`src/rtl/stego_extract_ctrl.sv`:
```
// -----------------------------------------------------------------------------
// stego_extract_ctrl
//
// Recovers a hidden message from the edge pixels of a stego image. Each edge
// pixel carries k = 1..6 payload bits taken from the low bits of its r/g/b
// channels. The bits are packed MSB-first into message bytes, and each byte is
// handed to a message RAM through a valid/ready handshake.
//
// Ports
//   clk, rst     system clock; asynchronous active-high reset
//   start        one-cycle request; honoured only in IDLE or DONE
//   mode[5:0]    one-hot bits-per-pixel select (bit n -> n+1 bits per pixel)
//   img_len[15:0] pixels to scan, sampled at an accepted start
//   msg_len[11:0] message bytes to recover, sampled at an accepted start
//   pix_addr     image read address
//   pix_rd       read strobe; pix_data/edge_flag return one cycle later
//   pix_data     pixel {r[7:0], g[7:0], b[7:0]}
//   edge_flag    pixel is an edge pixel and carries payload
//   byte_data    recovered byte
//   byte_addr    message RAM address of byte_data
//   byte_valid / byte_ready   byte handshake
//   busy         high in FETCH, CAPTURE and EMIT
//   done         high in DONE, held until the next accepted start
//   short_msg    image exhausted before msg_len bytes were delivered
//   mode_err     one-cycle pulse for a start with a non-one-hot mode
// -----------------------------------------------------------------------------
module stego_extract_ctrl (
  input  logic        clk,
  input  logic        rst,
  input  logic        start,
  input  logic [5:0]  mode,
  input  logic [15:0] img_len,
  input  logic [11:0] msg_len,
  output logic [15:0] pix_addr,
  output logic        pix_rd,
  input  logic [23:0] pix_data,
  input  logic        edge_flag,
  output logic [7:0]  byte_data,
  output logic [11:0] byte_addr,
  output logic        byte_valid,
  input  logic        byte_ready,
  output logic        busy,
  output logic        done,
  output logic        short_msg,
  output logic        mode_err
);

  typedef enum logic [2:0] {
    ST_IDLE    = 3'd0,
    ST_FETCH   = 3'd1,
    ST_CAPTURE = 3'd2,
    ST_EMIT    = 3'd3,
    ST_DONE    = 3'd4
  } state_t;

  // True when exactly one bit of the mode select is set.
  function automatic logic is_one_hot(input logic [5:0] m);
    return (m != 6'd0) && ((m & (m - 6'd1)) == 6'd0);
  endfunction

  // Number of payload bits carried by one edge pixel.
  function automatic logic [3:0] bits_per_pixel(input logic [5:0] m);
    logic [3:0] k;
    case (m)
      6'b000001: k = 4'd1;
      6'b000010: k = 4'd2;
      6'b000100: k = 4'd3;
      6'b001000: k = 4'd4;
      6'b010000: k = 4'd5;
      6'b100000: k = 4'd6;
      default:   k = 4'd0;
    endcase
    return k;
  endfunction

  // Payload bits right-aligned, first-extracted bit in the highest used position.
  // r = px[23:16], g = px[15:8], b = px[7:0].
  function automatic logic [5:0] payload_bits(input logic [5:0] m, input logic [23:0] px);
    logic [5:0] p;
    case (m)
      6'b000001: p = {5'd0, px[0]};
      6'b000010: p = {4'd0, px[16], px[0]};
      6'b000100: p = {3'd0, px[16], px[8], px[0]};
      6'b001000: p = {2'd0, px[16], px[8], px[1:0]};
      6'b010000: p = {1'd0, px[17:16], px[8], px[1:0]};
      6'b100000: p = {px[17:16], px[9:8], px[1:0]};
      default:   p = 6'd0;
    endcase
    return p;
  endfunction

  // Oldest eight bits of an accumulator holding cnt (>= 8) valid bits.
  function automatic logic [7:0] oldest_byte(input logic [12:0] acc, input logic [3:0] cnt);
    logic [12:0] t;
    t = acc >> (cnt - 4'd8);
    return t[7:0];
  endfunction

  // Keep only the cnt youngest bits so stale bits never leak into later bytes.
  function automatic logic [12:0] keep_low(input logic [12:0] acc, input logic [3:0] cnt);
    return acc & ((13'd1 << cnt) - 13'd1);
  endfunction

  state_t      state_r, state_s;
  logic [5:0]  mode_r, mode_s;
  logic [15:0] img_len_r, img_len_s;
  logic [11:0] msg_len_r, msg_len_s;
  logic [15:0] pix_addr_r, pix_addr_s;
  logic [11:0] byte_addr_r, byte_addr_s;
  logic [12:0] acc_r, acc_s;
  logic [3:0]  cnt_r, cnt_s;
  logic [7:0]  byte_data_r, byte_data_s;
  logic        short_msg_r, short_msg_s;
  logic        mode_err_r, mode_err_s;
  logic        pix_rd_r, pix_rd_s;
  logic        byte_valid_r, byte_valid_s;
  logic        busy_r, busy_s;
  logic        done_r, done_s;

  logic [3:0]  k_s;
  logic [5:0]  pay_s;
  logic [12:0] acc_cap_s;
  logic [3:0]  cnt_cap_s;
  logic [12:0] acc_after_s;
  logic [3:0]  cnt_after_s;
  logic        unused_pix_s;

  assign k_s       = bits_per_pixel(mode_r);
  assign pay_s     = payload_bits(mode_r, pix_data);
  // Residual never exceeds 7 bits here, so 7 + 6 new bits fit in 13.
  assign acc_cap_s = (acc_r << k_s) | {7'd0, pay_s};
  assign cnt_cap_s = cnt_r + k_s;
  // Only the low channel bits carry payload; the rest are deliberately ignored.
  assign unused_pix_s = ^{pix_data[23:18], pix_data[15:10], pix_data[7:2]};

  // Next-state and next-register computation for the extraction FSM.
  always_comb begin
    state_s     = state_r;
    mode_s      = mode_r;
    img_len_s   = img_len_r;
    msg_len_s   = msg_len_r;
    pix_addr_s  = pix_addr_r;
    byte_addr_s = byte_addr_r;
    acc_s       = acc_r;
    cnt_s       = cnt_r;
    byte_data_s = byte_data_r;
    short_msg_s = short_msg_r;
    mode_err_s  = 1'b0;
    acc_after_s = acc_r;
    cnt_after_s = cnt_r;

    case (state_r)
      ST_IDLE, ST_DONE: begin
        if (start) begin
          if (is_one_hot(mode)) begin
            mode_s      = mode;
            img_len_s   = img_len;
            msg_len_s   = msg_len;
            pix_addr_s  = 16'd0;
            byte_addr_s = 12'd0;
            acc_s       = 13'd0;
            cnt_s       = 4'd0;
            if ((msg_len == 12'd0) || (img_len == 16'd0)) begin
              // Nothing to scan or nothing wanted: finish at once.
              state_s     = ST_DONE;
              short_msg_s = (img_len == 16'd0) && (msg_len != 12'd0);
            end else begin
              state_s     = ST_FETCH;
              short_msg_s = 1'b0;
            end
          end else begin
            // Bad mode: flag it and leave every other register untouched.
            mode_err_s = 1'b1;
          end
        end else begin
          state_s = state_r;
        end
      end

      ST_FETCH: begin
        state_s = ST_CAPTURE;
      end

      ST_CAPTURE: begin
        // pix_addr stops at img_len so the image is never over-read.
        if (pix_addr_r < img_len_r) begin
          pix_addr_s = pix_addr_r + 16'd1;
        end else begin
          pix_addr_s = pix_addr_r;
        end
        if (edge_flag) begin
          acc_after_s = acc_cap_s;
          cnt_after_s = cnt_cap_s;
        end else begin
          acc_after_s = acc_r;
          cnt_after_s = cnt_r;
        end
        acc_s = acc_after_s;
        cnt_s = cnt_after_s;
        if (cnt_after_s >= 4'd8) begin
          state_s     = ST_EMIT;
          byte_data_s = oldest_byte(acc_after_s, cnt_after_s);
        end else if (pix_addr_s == img_len_r) begin
          state_s     = ST_DONE;
          short_msg_s = 1'b1;
        end else begin
          state_s = ST_FETCH;
        end
      end

      ST_EMIT: begin
        if (byte_ready) begin
          cnt_s       = cnt_r - 4'd8;
          acc_s       = keep_low(acc_r, cnt_r - 4'd8);
          byte_addr_s = byte_addr_r + 12'd1;
          if ((byte_addr_r + 12'd1) == msg_len_r) begin
            // Message complete; any residual bits are simply dropped.
            state_s     = ST_DONE;
            short_msg_s = 1'b0;
          end else if (pix_addr_r == img_len_r) begin
            state_s     = ST_DONE;
            short_msg_s = 1'b1;
          end else begin
            state_s = ST_FETCH;
          end
        end else begin
          state_s = ST_EMIT;
        end
      end

      default: begin
        state_s = ST_IDLE;
      end
    endcase

    // Strobes are decoded from the next state so they register cleanly.
    pix_rd_s     = (state_s == ST_FETCH);
    byte_valid_s = (state_s == ST_EMIT);
    busy_s       = (state_s == ST_FETCH) || (state_s == ST_CAPTURE) || (state_s == ST_EMIT);
    done_s       = (state_s == ST_DONE);
  end

  // State, datapath and output registers with asynchronous reset.
  always_ff @(posedge clk or posedge rst) begin
    if (rst) begin
      state_r      <= ST_IDLE;
      mode_r       <= 6'd0;
      img_len_r    <= 16'd0;
      msg_len_r    <= 12'd0;
      pix_addr_r   <= 16'd0;
      byte_addr_r  <= 12'd0;
      acc_r        <= 13'd0;
      cnt_r        <= 4'd0;
      byte_data_r  <= 8'd0;
      short_msg_r  <= 1'b0;
      mode_err_r   <= 1'b0;
      pix_rd_r     <= 1'b0;
      byte_valid_r <= 1'b0;
      busy_r       <= 1'b0;
      done_r       <= 1'b0;
    end else begin
      state_r      <= state_s;
      mode_r       <= mode_s;
      img_len_r    <= img_len_s;
      msg_len_r    <= msg_len_s;
      pix_addr_r   <= pix_addr_s;
      byte_addr_r  <= byte_addr_s;
      acc_r        <= acc_s;
      cnt_r        <= cnt_s;
      byte_data_r  <= byte_data_s;
      short_msg_r  <= short_msg_s;
      mode_err_r   <= mode_err_s;
      pix_rd_r     <= pix_rd_s;
      byte_valid_r <= byte_valid_s;
      busy_r       <= busy_s;
      done_r       <= done_s;
    end
  end

  assign pix_addr   = pix_addr_r;
  assign pix_rd     = pix_rd_r;
  assign byte_data  = byte_data_r;
  assign byte_addr  = byte_addr_r;
  assign byte_valid = byte_valid_r;
  assign busy       = busy_r;
  assign done       = done_r;
  assign short_msg  = short_msg_r;
  assign mode_err   = mode_err_r;

endmodule

```
`config.mk`:
```
export PLATFORM = sky130hd
export DESIGN_NAME = stego_extract_ctrl
export DESIGN_NICKNAME = d
export VERILOG_FILES = /design/src/rtl/stego_extract_ctrl.sv
export SDC_FILE = /design/constraint.sdc
export NUM_CORES = 1
export LEC_CHECK = 0
export CAP_MARGIN = 20
export CELL_PAD_IN_SITES_DETAIL_PLACEMENT = 0
export CELL_PAD_IN_SITES_GLOBAL_PLACEMENT = 1
export CORE_AREA = 2 2 140 142
export DETAILED_ROUTE_END_ITERATION = 12
export DIE_AREA = 0 0 142 144
export PLACE_DENSITY_LB_ADDON = 0.1
export SLEW_MARGIN = 20
export SYNTH_ARGS = -nofsm -noshare
export SYNTH_HDL_FRONTEND = slang
export SYNTH_SLANG_ARGS = --single-unit
```
`constraint.sdc`:
```
create_clock -name clk -period 3.2 [get_ports clk]
set_input_delay 0.48 -clock clk [delete_from_list [all_inputs] [get_ports clk]]
set_output_delay 0.48 -clock clk [all_outputs]
set_load 0.05 [all_outputs]
```
==> results of run 1 <==
==> critical path: stages, from the launching register on <==
cell and delay (ns):
dfrtp_1 0.43, buf_4 0.19, nor3_1 0.31, o211ai_2 0.19, inv_2 0.12, ha_1 0.26
a21oi_1 0.17, nor2_1 0.10, xnor2_1 0.35, nand2b_1 0.30, nor2_1 0.10, buf_4 0.15
a32oi_1 0.15, o21ai_1 0.09
==> layout by cell type (no fill, tap or decap), types with 26 or more instances in the layout <==
cell / netlist / routed
inv_1: 35 / 34
dfrtp_1: 96 / 95
nand2_1: 101 / 101
buf_4: 3 / 58
clkdlybuf4s50_1: 0 / 86
o21ai_0: 86 / 84
nand3_1: 27 / 27
nor2_1: 68 / 67
mux2_2: 26 / 26
a21oi_1: 44 / 44
==> synthesized netlist by cell type, types with 4 or more instances <==
library cell,number
and2_1,7
o211ai_1,10
buf_2,10
o21ai_1,11
a21oi_1,44
nor2_1,68
a22o_1,14
a22oi_1,4
nand2b_1,4
nand4_1,18
o21ai_0,86
a211oi_1,4
nor2b_1,10
mux2i_1,17
a41oi_1,6
nand3_1,27
xnor2_1,24
inv_1,35
mux2_2,26
a31oi_1,11
o22ai_1,9
nor3_1,15
o21a_1,4
o31ai_1,14
ha_1,22
and3_1,6
nor4_1,15
clkbuf_1,29
or3_1,4
xor2_1,24
nand2_1,101
dfrtp_1,96
==> layer usage <==
layer  share of wire  routed length (um)
met1            0.46               10300
met2            0.48               10700
met3           0.038                 855
met4           0.026                 586
met5               0                   0
==> cell families (layout without fill, tap and decap cells) <==
logic type	after synthesis	count (layout)
compound gates	266	266
xor+xnor	49	49
fa+ha+maj	23	23
buf+inv	84	199
flops	96	96
mux	44	44
simple gates	285	285
==> registers in the layout (all words and copies together), names as in the netlist <==
register and flops:
cnt_r 4, done 1, pix_rd 1, byte_addr 12, short_msg 1, busy 1
img_len_r 16, msg_len_r 12, state_r 3, pix_addr 16, byte_valid 1, mode_err 1
mode_r 6, acc_r 13, byte_data 8
==> cell type report <==
type,instances,area (um2)
clock buffer,9,225
clock inverter,7,47.5
fill,1832,10300
inverter,38,150
multi-input combinational,667,4350
sequential,96,2400
tap,238,298
timing repair buffer,145,1320
==> power by group <==
group / total [mW] / switching [mW] / internal, mW / leakage, nW
combinational: 5.50 / 3.29 / 2.21 / 2.31
sequential: 2.14 / 0.509 / 1.63 / 1.23
clock: 1.02 / 0.491 / 0.527 / 0.132
total: 8.66 / 4.29 / 4.37 / 3.67
==> final timing paths <==
path	endpoint	slack, ns
max	byte_data[5]	0.17
min	state_r[1]	0.49
max reg2reg	byte_data[5]	0.17
min reg2reg	state_r[1]	0.49
max in group asynchronous	byte_addr[3]	1.89
min in group asynchronous	state_r[0]	0.57
==> flow_metrics.env, run 1 <==
export IMPL_ys_warn_count=0
export IMPL_top_usage_layer="met2"
export IMPL_synth_yosys_seq_area_share=0.339
export IMPL_placed_area_um2=8490
export IMPL_syn_nets=933
export IMPL_core_um2=19100
export IMPL_avgSynthCellArea_um2=8.37
export IMPL_worst_slew_pin_slew_ns=0.774
export IMPL_yosys_cell_types_count=79
export IMPL_rsz0062_at_grt="false"
export IMPL_outcome="complete, no violations"
export IMPL_clk_path_buf_depth=2
export IMPL_slew_headroom=0.480
export IMPL_slew_viol_final=0
export IMPL_power_density_nw_per_um2=985
export IMPL_yosys_most_used_dff="dfrtp_1"
export IMPL_die_x_um=142
export IMPL_synth_edf_count=0
export IMPL_syn_to_final_growth_pct=24.0
export IMPL_synth_top_family_by_area="compound AO/OA/AOI/OAI gates"
export IMPL_crit_start="mode_r[2]"
export IMPL_drive_gt1_frac=0.135
export IMPL_crit_path_end_kind="register"
export IMPL_synth_mux_area_frac=0.0674
export IMPL_post_cts_buffers=0
export IMPL_timing_final_crit_share=0.946
export IMPL_holdPathStages=1
export IMPL_hold_start="state_r[2]"
export IMPL_worst_ep_required_time_ns=3.43
export IMPL_startpoint_type="register"
export IMPL_grt_usage=0.222
export IMPL_drt_wl_total_um=22500
export IMPL_met2_usage=0.371
export IMPL_cts_hold_buf=0
export IMPL_finalInstanceArea_um2=8790
export IMPL_synthCells=847
export IMPL_fin_hold_ws_ns=0.494
export IMPL_fin_ws_ns=0.172
export IMPL_yosys_area_top_type="dfrtp_1"
export IMPL_vias=6921
export IMPL_path_clk_slew_ns=0.07
export IMPL_synth_area_leaders="dfrtp_1 (34%), o21ai_0 (6.1%), nand2_1 (5.3%)"
export IMPL_cellLeakagePower_nw=3.67
export IMPL_dpl_cell_count=1184
export IMPL_n_antenna_cell=0
export IMPL_use_met1=0.295
export IMPL_drt_initial_drc_count=473
export IMPL_synth_compound_area_share=0.251
export IMPL_cp_max_fo=9
export IMPL_synthesis_area_um2=7090
export IMPL_viasPerCell=5.77
export IMPL_skew_ns=0.00952
export IMPL_synthArstFlopShare=1.00
export IMPL_drv_cap=0
export IMPL_synth_simple_area_share=0.187
export IMPL_grt_max_degree=50
export IMPL_report_final_setup_viol=0
export IMPL_stdcell_count=1200
export IMPL_grt_pass1_vias=6798
export IMPL_vdd_drop_max_uv=318
export IMPL_wl_per_cell_um=18.7
export IMPL_power_mw=8.66
export IMPL_path_class="reg -> reg"
export IMPL_hold_viol=0
export IMPL_met3_usage=0.0288
export IMPL_synth_xor_area_frac=0.0616
export IMPL_drc=0
export IMPL_critPathArrivalTime_ns=3.26
export IMPL_r2r_cells=13
export IMPL_ys_seq_elements=96
export IMPL_antenna_found_initial=0
export IMPL_worst_hold_path_type="reg -> reg"
export IMPL_post_cts_resized=0
export IMPL_dieArea_um2=20400
export IMPL_r2r_start="mode_r[2]"
export IMPL_grt_pass1_wl_um=35900
export IMPL_dieHeight_um=144
export IMPL_fin_util=0.461
export IMPL_place_congestion=0.873
export IMPL_synth_top_cell_area_share=0.339
export IMPL_fin_tns_setup_ns=0
export IMPL_drtPass1Iterations=5
export IMPL_clk_latency_ns=0.35
export IMPL_cts_root_buffer="clkbuf_16"
export IMPL_preCtsSetupSlack_ns=0.0353
export IMPL_overflow=0
export IMPL_final_nets=1043
export IMPL_cts_tree="done"
export IMPL_boundaryPins=105
export IMPL_clock_sinks=96
export IMPL_num_rows=51
export IMPL_portBuffers=86
export IMPL_htreeDepth=3
export IMPL_fmax_ghz=0.330
export IMPL_min_period_ns=3.03
export IMPL_synthAdderAreaFrac=0.0417
export IMPL_dpl_hpwl_um=17200
export IMPL_numCtsBuffers=9
export IMPL_antenna_left=0
export IMPL_start_util=0.371
Note: power is estimated with default switching activity, not from simulation.
==> inputs of run 2 (changes only) <==
--- a/config.mk
+++ b/config.mk
@@ -8,9 +8,9 @@
 export CAP_MARGIN = 20
 export CELL_PAD_IN_SITES_DETAIL_PLACEMENT = 0
 export CELL_PAD_IN_SITES_GLOBAL_PLACEMENT = 1
-export CORE_AREA = 2 2 140 142
+export CORE_AREA = 2 2 155 157
 export DETAILED_ROUTE_END_ITERATION = 12
-export DIE_AREA = 0 0 142 144
+export DIE_AREA = 0 0 157 159
 export PLACE_DENSITY_LB_ADDON = 0.1
 export SLEW_MARGIN = 20
 export SYNTH_ARGS = -nofsm -noshare
==> constraint.sdc (replaced) <==
create_clock -name clk -period 3.2 [get_ports clk]
set_input_delay 0.48 -clock clk [delete_from_list [all_inputs] [get_ports clk]]
set_output_delay 0.48 -clock clk [all_outputs]
set_load 0.1 [all_outputs]
==> run 2 against run 1 <==
Compared with the run above: routed wire length up 2.2%; combinational power up 6.2%; total power up 4.6%; core utilization down 7.8 points; global-route usage down 3.7 points; clock-buffer cell count unchanged; sequential power about the same.
==> flow_metrics.env, run 2 (synthesized netlist as in run 1, its figures left out) <==
export IMPL_dpl_hpwl_um=17800
export IMPL_cts_tree="done"
export IMPL_syn_to_final_growth_pct=25.2
export IMPL_dieArea_um2=25000
export IMPL_worst_slew_pin_slew_ns=0.959
export IMPL_p_int_mw=4.33
export IMPL_switching_share=0.522
export IMPL_grt_pass1_vias=6795
export IMPL_drc=0
export IMPL_crit_family="compound AO/OA/AOI/OAI gates"
export IMPL_drive_gt1_frac=0.193
export IMPL_crit_buf_inv=1
export IMPL_grt_max_degree=47
export IMPL_numCtsBuffers=9
export IMPL_vdd_drop_max_uv=363
export IMPL_dieHeight_um=159
export IMPL_slew_viol_final=0
export IMPL_power_mw=9.06
export IMPL_skew_ns=0.00942
export IMPL_final_nets=1053
export IMPL_drv_cap=0
export IMPL_nFillCells=2395
export IMPL_crit_path_max_incr_delay_ns=0.43
export IMPL_drt_initial_drc_count=382
export IMPL_report_final_setup_viol=0
export IMPL_crit_path_end_kind="register"
export IMPL_fin_tns_setup_ns=0
export IMPL_vias=6872
export IMPL_timing_final_crit_share=0.947
export IMPL_core_um2=23200
export IMPL_critPathArrivalTime_ns=3.28
export IMPL_rsz0062_at_grt="false"
export IMPL_crit_slowest_cell="dfrtp_2"
export IMPL_antenna_left=0
export IMPL_crit_path_cell_trace="ha_1, a41oi_1, o21ai_0, a221o_1, nor2_1, buf_4, nand2_1, a32o_1, o2111a_1, a31o_2, o21a_1"
export IMPL_grt_usage=0.185
export IMPL_path_clk_slew_ns=0.08
export IMPL_comb_power_share=0.644
export IMPL_pwr_share_clk=0.118
export IMPL_stdcell_count=1291
export IMPL_clk_path_buf_depth=2
export IMPL_clk_latency_ns=0.36
export IMPL_viasPerCell=5.32
export IMPL_power_switching_mw=4.73
export IMPL_place_congestion=0.883
export IMPL_cts_root_buffer="clkbuf_16"
export IMPL_dpl_cell_count=1273
export IMPL_drtPass1Iterations=5
export IMPL_hold_viol=0
export IMPL_fmax_ghz=0.330
export IMPL_die_x_um=157
export IMPL_overflow=0
export IMPL_clock_sinks=96
export IMPL_outcome="complete, no violations"
export IMPL_startpoint_type="register"
export IMPL_mostFrequentLayoutCells="buf_4 (109), nand2_1 (101), dfrtp_1 (87)"
export IMPL_slew_headroom=0.359
export IMPL_seq_power_share=0.238
export IMPL_worst_hold_path_type="in -> async"
export IMPL_cp_max_fo=4
export IMPL_wl_per_cell_um=17.8
export IMPL_htreeDepth=3
export IMPL_worst_ep_required_time_ns=3.45
export IMPL_num_rows=56
export IMPL_start_util=0.306
export IMPL_cellLeakagePower_nw=3.77
export IMPL_boundaryPins=105
export IMPL_drt_wl_total_um=23000
export IMPL_portBuffers=86
export IMPL_antenna_found_initial=0
export IMPL_n_antenna_cell=0
export IMPL_fin_util=0.383
export IMPL_layout_commonest_cell="buf_4"
export IMPL_grt_pass1_wl_um=36700
export IMPL_min_period_ns=3.03
export IMPL_path_class="reg -> reg"
export IMPL_power_density_nw_per_um2=1020
## run 2: changes by cell type in the layout (fill, tap and decap cells not counted), moves of 2 or more
cell	before	now
dfrtp_1	95	87
nor3_2	2	5
clkdlybuf4s50_1	86	45
nor3_1	14	12
dfrtp_2	1	9
buf_4	58	109
o21ai_2	3	1
o21ai_0	84	86
clkinv_2	3	1
## run 2: path summary, 6_finish.rpt
kind	start	end	slack (ns)	depth (start not counted)
max in group asynchronous	rst	cnt_r[3]	2.02	3
setup reg to reg	pix_addr[6]	short_msg	0.17	11
hold / removal	rst	mode_r[3]	0.48	2
setup / recovery	pix_addr[6]	short_msg	0.17	11
min in group clk	state_r[2]	state_r[1]	0.49	1
hold reg to reg	state_r[2]	state_r[1]	0.49	1
## run 2: worst reg2reg max path: cells and delay by family (launching register included)
family	cells	cell delay [ns]
AO/OA/AOI/OAI	7	1.81
flip-flops	1	0.43
adder cells (fa/ha/maj)	1	0.33
AND/OR/NAND/NOR	2	0.21
buffers and inverters	1	0.16
## run 2: layout make-up
class,instances,area (um2),share of cell area
clock buffers,9,225,0.0254
clock inverters,7,56.3,0.00635
inverters,38,150,0.0169
multi-input cells,667,4340,0.489
flip-flops and latches,96,2410,0.272
well taps,319,399,0.0450
repair buffers,155,1290,0.145
## run 2: routing by layer
layer  part of all wire  GRT usage  up-vias
met1               0.47      0.258     3311
met5                  0          0        -
met2               0.47      0.297      164
li1                   -          -     3362
met3              0.035     0.0166       35
met4              0.024     0.0696        0
## run 2: repair_timing
item / in CTS / in global routing
buffers inserted: 0 / 2
gates resized for setup: 0 / 6
hold buffers: 0 / 0
endpoints found under the setup margin: 0 / 7
## run 2: through the flow
step	setup slack [ns]	hold WS, ns	cell area (um2)
detailed placement	0.160	0.467	8560
floorplan	-0.00247	0.444	7100
global route	0.00937	0.503	8870
global placement	0.167	0.459	8560
CTS	0.141	0.476	8840
finish	0.169	0.483	8870
## run 2: power by group through the flow
stage	combinational, mW	clock (mW)	sequential (mW)
floorplan	3.49	0	2.79
global placement	5.74	0	2.15
detailed placement	5.80	0	2.17
CTS	5.83	1.10	2.14
global route	6.37	1.14	2.23
finish	5.84	1.07	2.15
==> inputs of run 3 (changes only) <==
--- a/config.mk
+++ b/config.mk
@@ -12,6 +12,7 @@
 export DETAILED_ROUTE_END_ITERATION = 12
 export DIE_AREA = 0 0 157 159
 export PLACE_DENSITY_LB_ADDON = 0.1
+export REMOVE_ABC_BUFFERS = 1
 export SLEW_MARGIN = 20
 export SYNTH_ARGS = -nofsm -noshare
 export SYNTH_HDL_FRONTEND = slang
==> run 3 against run 2 <==
Compared with the run above: routed wire length rose by 1.5%; clock skew rose by 0.0032 ns; sequential cell count did not move; register-to-register slack improved by 0.07 ns; clock power barely moved; sequential power fell by 3%; critical path type unchanged; critical endpoint unchanged; highest routed layer unchanged.
==> flow_metrics.env, run 3 (synthesized netlist as in run 1, its figures left out) <==
export IMPL_slew_viol_final=0
export IMPL_crit_path_end_kind="register"
export IMPL_outcome="complete, no violations"
export IMPL_htreeDepth=3
export IMPL_timing_final_crit_share=0.925
export IMPL_fmax_ghz=0.338
export IMPL_drt_wl_total_um=23300
export IMPL_crit_buf_inv=3
export IMPL_crit_path_max_incr_delay_ns=0.37
export IMPL_cts_hold_buf=0
export IMPL_start_util=0.306
export IMPL_drc=0
export IMPL_power_mw=9.15
export IMPL_cp_max_fo=9
export IMPL_numCtsBuffers=9
export IMPL_report_final_setup_viol=0
export IMPL_worst_slew_pin_slew_ns=0.964
export IMPL_cellLeakagePower_nw=3.79
export IMPL_grt_usage=0.189
export IMPL_place_congestion=0.847
export IMPL_dieHeight_um=159
export IMPL_power_density_nw_per_um2=1030
export IMPL_num_rows=56
export IMPL_path_class="reg -> reg"
export IMPL_portBuffers=86
export IMPL_preCtsSetupSlack_ns=0.164
export IMPL_worst_ep_required_time_ns=3.44
export IMPL_wl_per_cell_um=18.1
export IMPL_nFillCells=2411
export IMPL_boundaryPins=105
export IMPL_syn_to_final_growth_pct=25.3
export IMPL_slew_headroom=0.355
export IMPL_cts_root_buffer="clkbuf_16"
export IMPL_skew_ns=0.0126
export IMPL_worst_hold_path_type="reg -> reg"
export IMPL_core_um2=23200
export IMPL_vias=6937
export IMPL_drt_initial_drc_count=340
export IMPL_die_x_um=157
export IMPL_mostFrequentLayoutCells="buf_4 (111), nand2_1 (101), dfrtp_1 (95)"
export IMPL_dieArea_um2=25000
export IMPL_drive_gt1_frac=0.188
export IMPL_clk_latency_ns=0.35
export IMPL_min_period_ns=2.96
export IMPL_crit_path_cell_trace="inv_1, ha_1, nand4_1, nor3_1, o21a_1, nor2_1, buf_4, buf_4, a32o_1, o2111a_1, a31o_2, o21a_1"
export IMPL_clk_path_buf_depth=2
export IMPL_antenna_found_initial=0
export IMPL_r2r_setup_slack_ns=0.24
export IMPL_startpoint_type="register"
export IMPL_path_clk_slew_ns=0.07
export IMPL_grt_max_degree=59
export IMPL_viasPerCell=5.37
export IMPL_cts_tree="done"
export IMPL_final_nets=1055
export IMPL_vdd_drop_max_uv=417
export IMPL_crit_slowest_cell="dfrtp_1"
export IMPL_drv_cap=0
export IMPL_dpl_hpwl_um=17700
export IMPL_n_antenna_cell=0
export IMPL_critPathArrivalTime_ns=3.20
export IMPL_grt_pass1_vias=6991
export IMPL_clock_sinks=96
export IMPL_holdPathStages=1
export IMPL_drtPass1Iterations=5
export IMPL_grt_pass1_wl_um=37900
export IMPL_overflow=0
export IMPL_crit_family="compound AO/OA/AOI/OAI gates"
export IMPL_layout_commonest_cell="buf_4"
export IMPL_fin_ws_ns=0.241
export IMPL_antenna_left=0
export IMPL_r2r_cells=12
export IMPL_cp_num_cells=12
export IMPL_hold_viol=0
==> run 3: worst paths after layout <==
kind / start / endpoint
worst max-delay path: img_len_r[13] / short_msg
worst min-delay path: state_r[2] / state_r[1]
worst max register to register: img_len_r[13] / short_msg
worst min register to register: state_r[2] / state_r[1]
max in group asynchronous: rst / pix_addr[6]
min in group asynchronous: rst / byte_data[3]
==> run 3: cell type report <==
| class | count | area (um2) | area share |
|---|---|---|---|
| multi-input cells | 667 | 4350 | 0.489 |
| clock inverters | 7 | 55.1 | 0.00620 |
| inverters | 38 | 150 | 0.0169 |
| repair buffers | 157 | 1300 | 0.147 |
| clock buffers | 9 | 225 | 0.0254 |
| well taps | 319 | 399 | 0.0449 |
| flip-flops and latches | 96 | 2400 | 0.271 |
==> run 3: what timing repair did <==
action,4_1_cts,5_1_grt
endpoints found under the setup margin,0,12
buffers inserted,0,2
resized for setup,0,6
==> run 3: through the flow <==
| step | instances | hold slack (ns) | cell area, um2 | TNS, ns | util |
|---|---|---|---|---|---|
| final | 1293 | 0.488 | 8880 | 0 | 0.383 |
| after global routing | 1293 | 0.499 | 8880 | -0.0217 | 0.383 |
| after CTS | 1291 | 0.482 | 8840 | 0 | 0.381 |
| after detailed placement | 1275 | 0.472 | 8560 | 0 | 0.369 |
| after global placement | 1275 | 0.475 | 8560 | 0 | 0.369 |
| after floorplan | 801 | 0.444 | 6870 | -113.00 | - |
==> run 3: worst register-to-register path, stage by stage, from the launching register on <==
cell      delay [ns]
dfrtp_1         0.37
inv_1           0.07
ha_1            0.32
nand4_1         0.18
nor3_1          0.33
o21a_1          0.28
nor2_1          0.07
buf_4           0.18
buf_4           0.17
a32o_1          0.26
o2111a_1        0.18
a31o_2          0.29
o21a_1          0.17
==> run 3: power breakdown <==
part           switching (mW)  internal [mW]  total, mW
clock                   0.522          0.535       1.06
combinational            3.77           2.23       6.00
sequential              0.459           1.63       2.09
total                    4.75           4.39       9.15
==> run 3: per-layer routing <==
| layer | GRT usage | wire (um) |
|---|---|---|
| met1 | 0.257 | 10800 |
| met4 | 0.0588 | 453 |
| met2 | 0.311 | 11300 |
| met3 | 0.0278 | 866 |
| met5 | 0 | 0 |
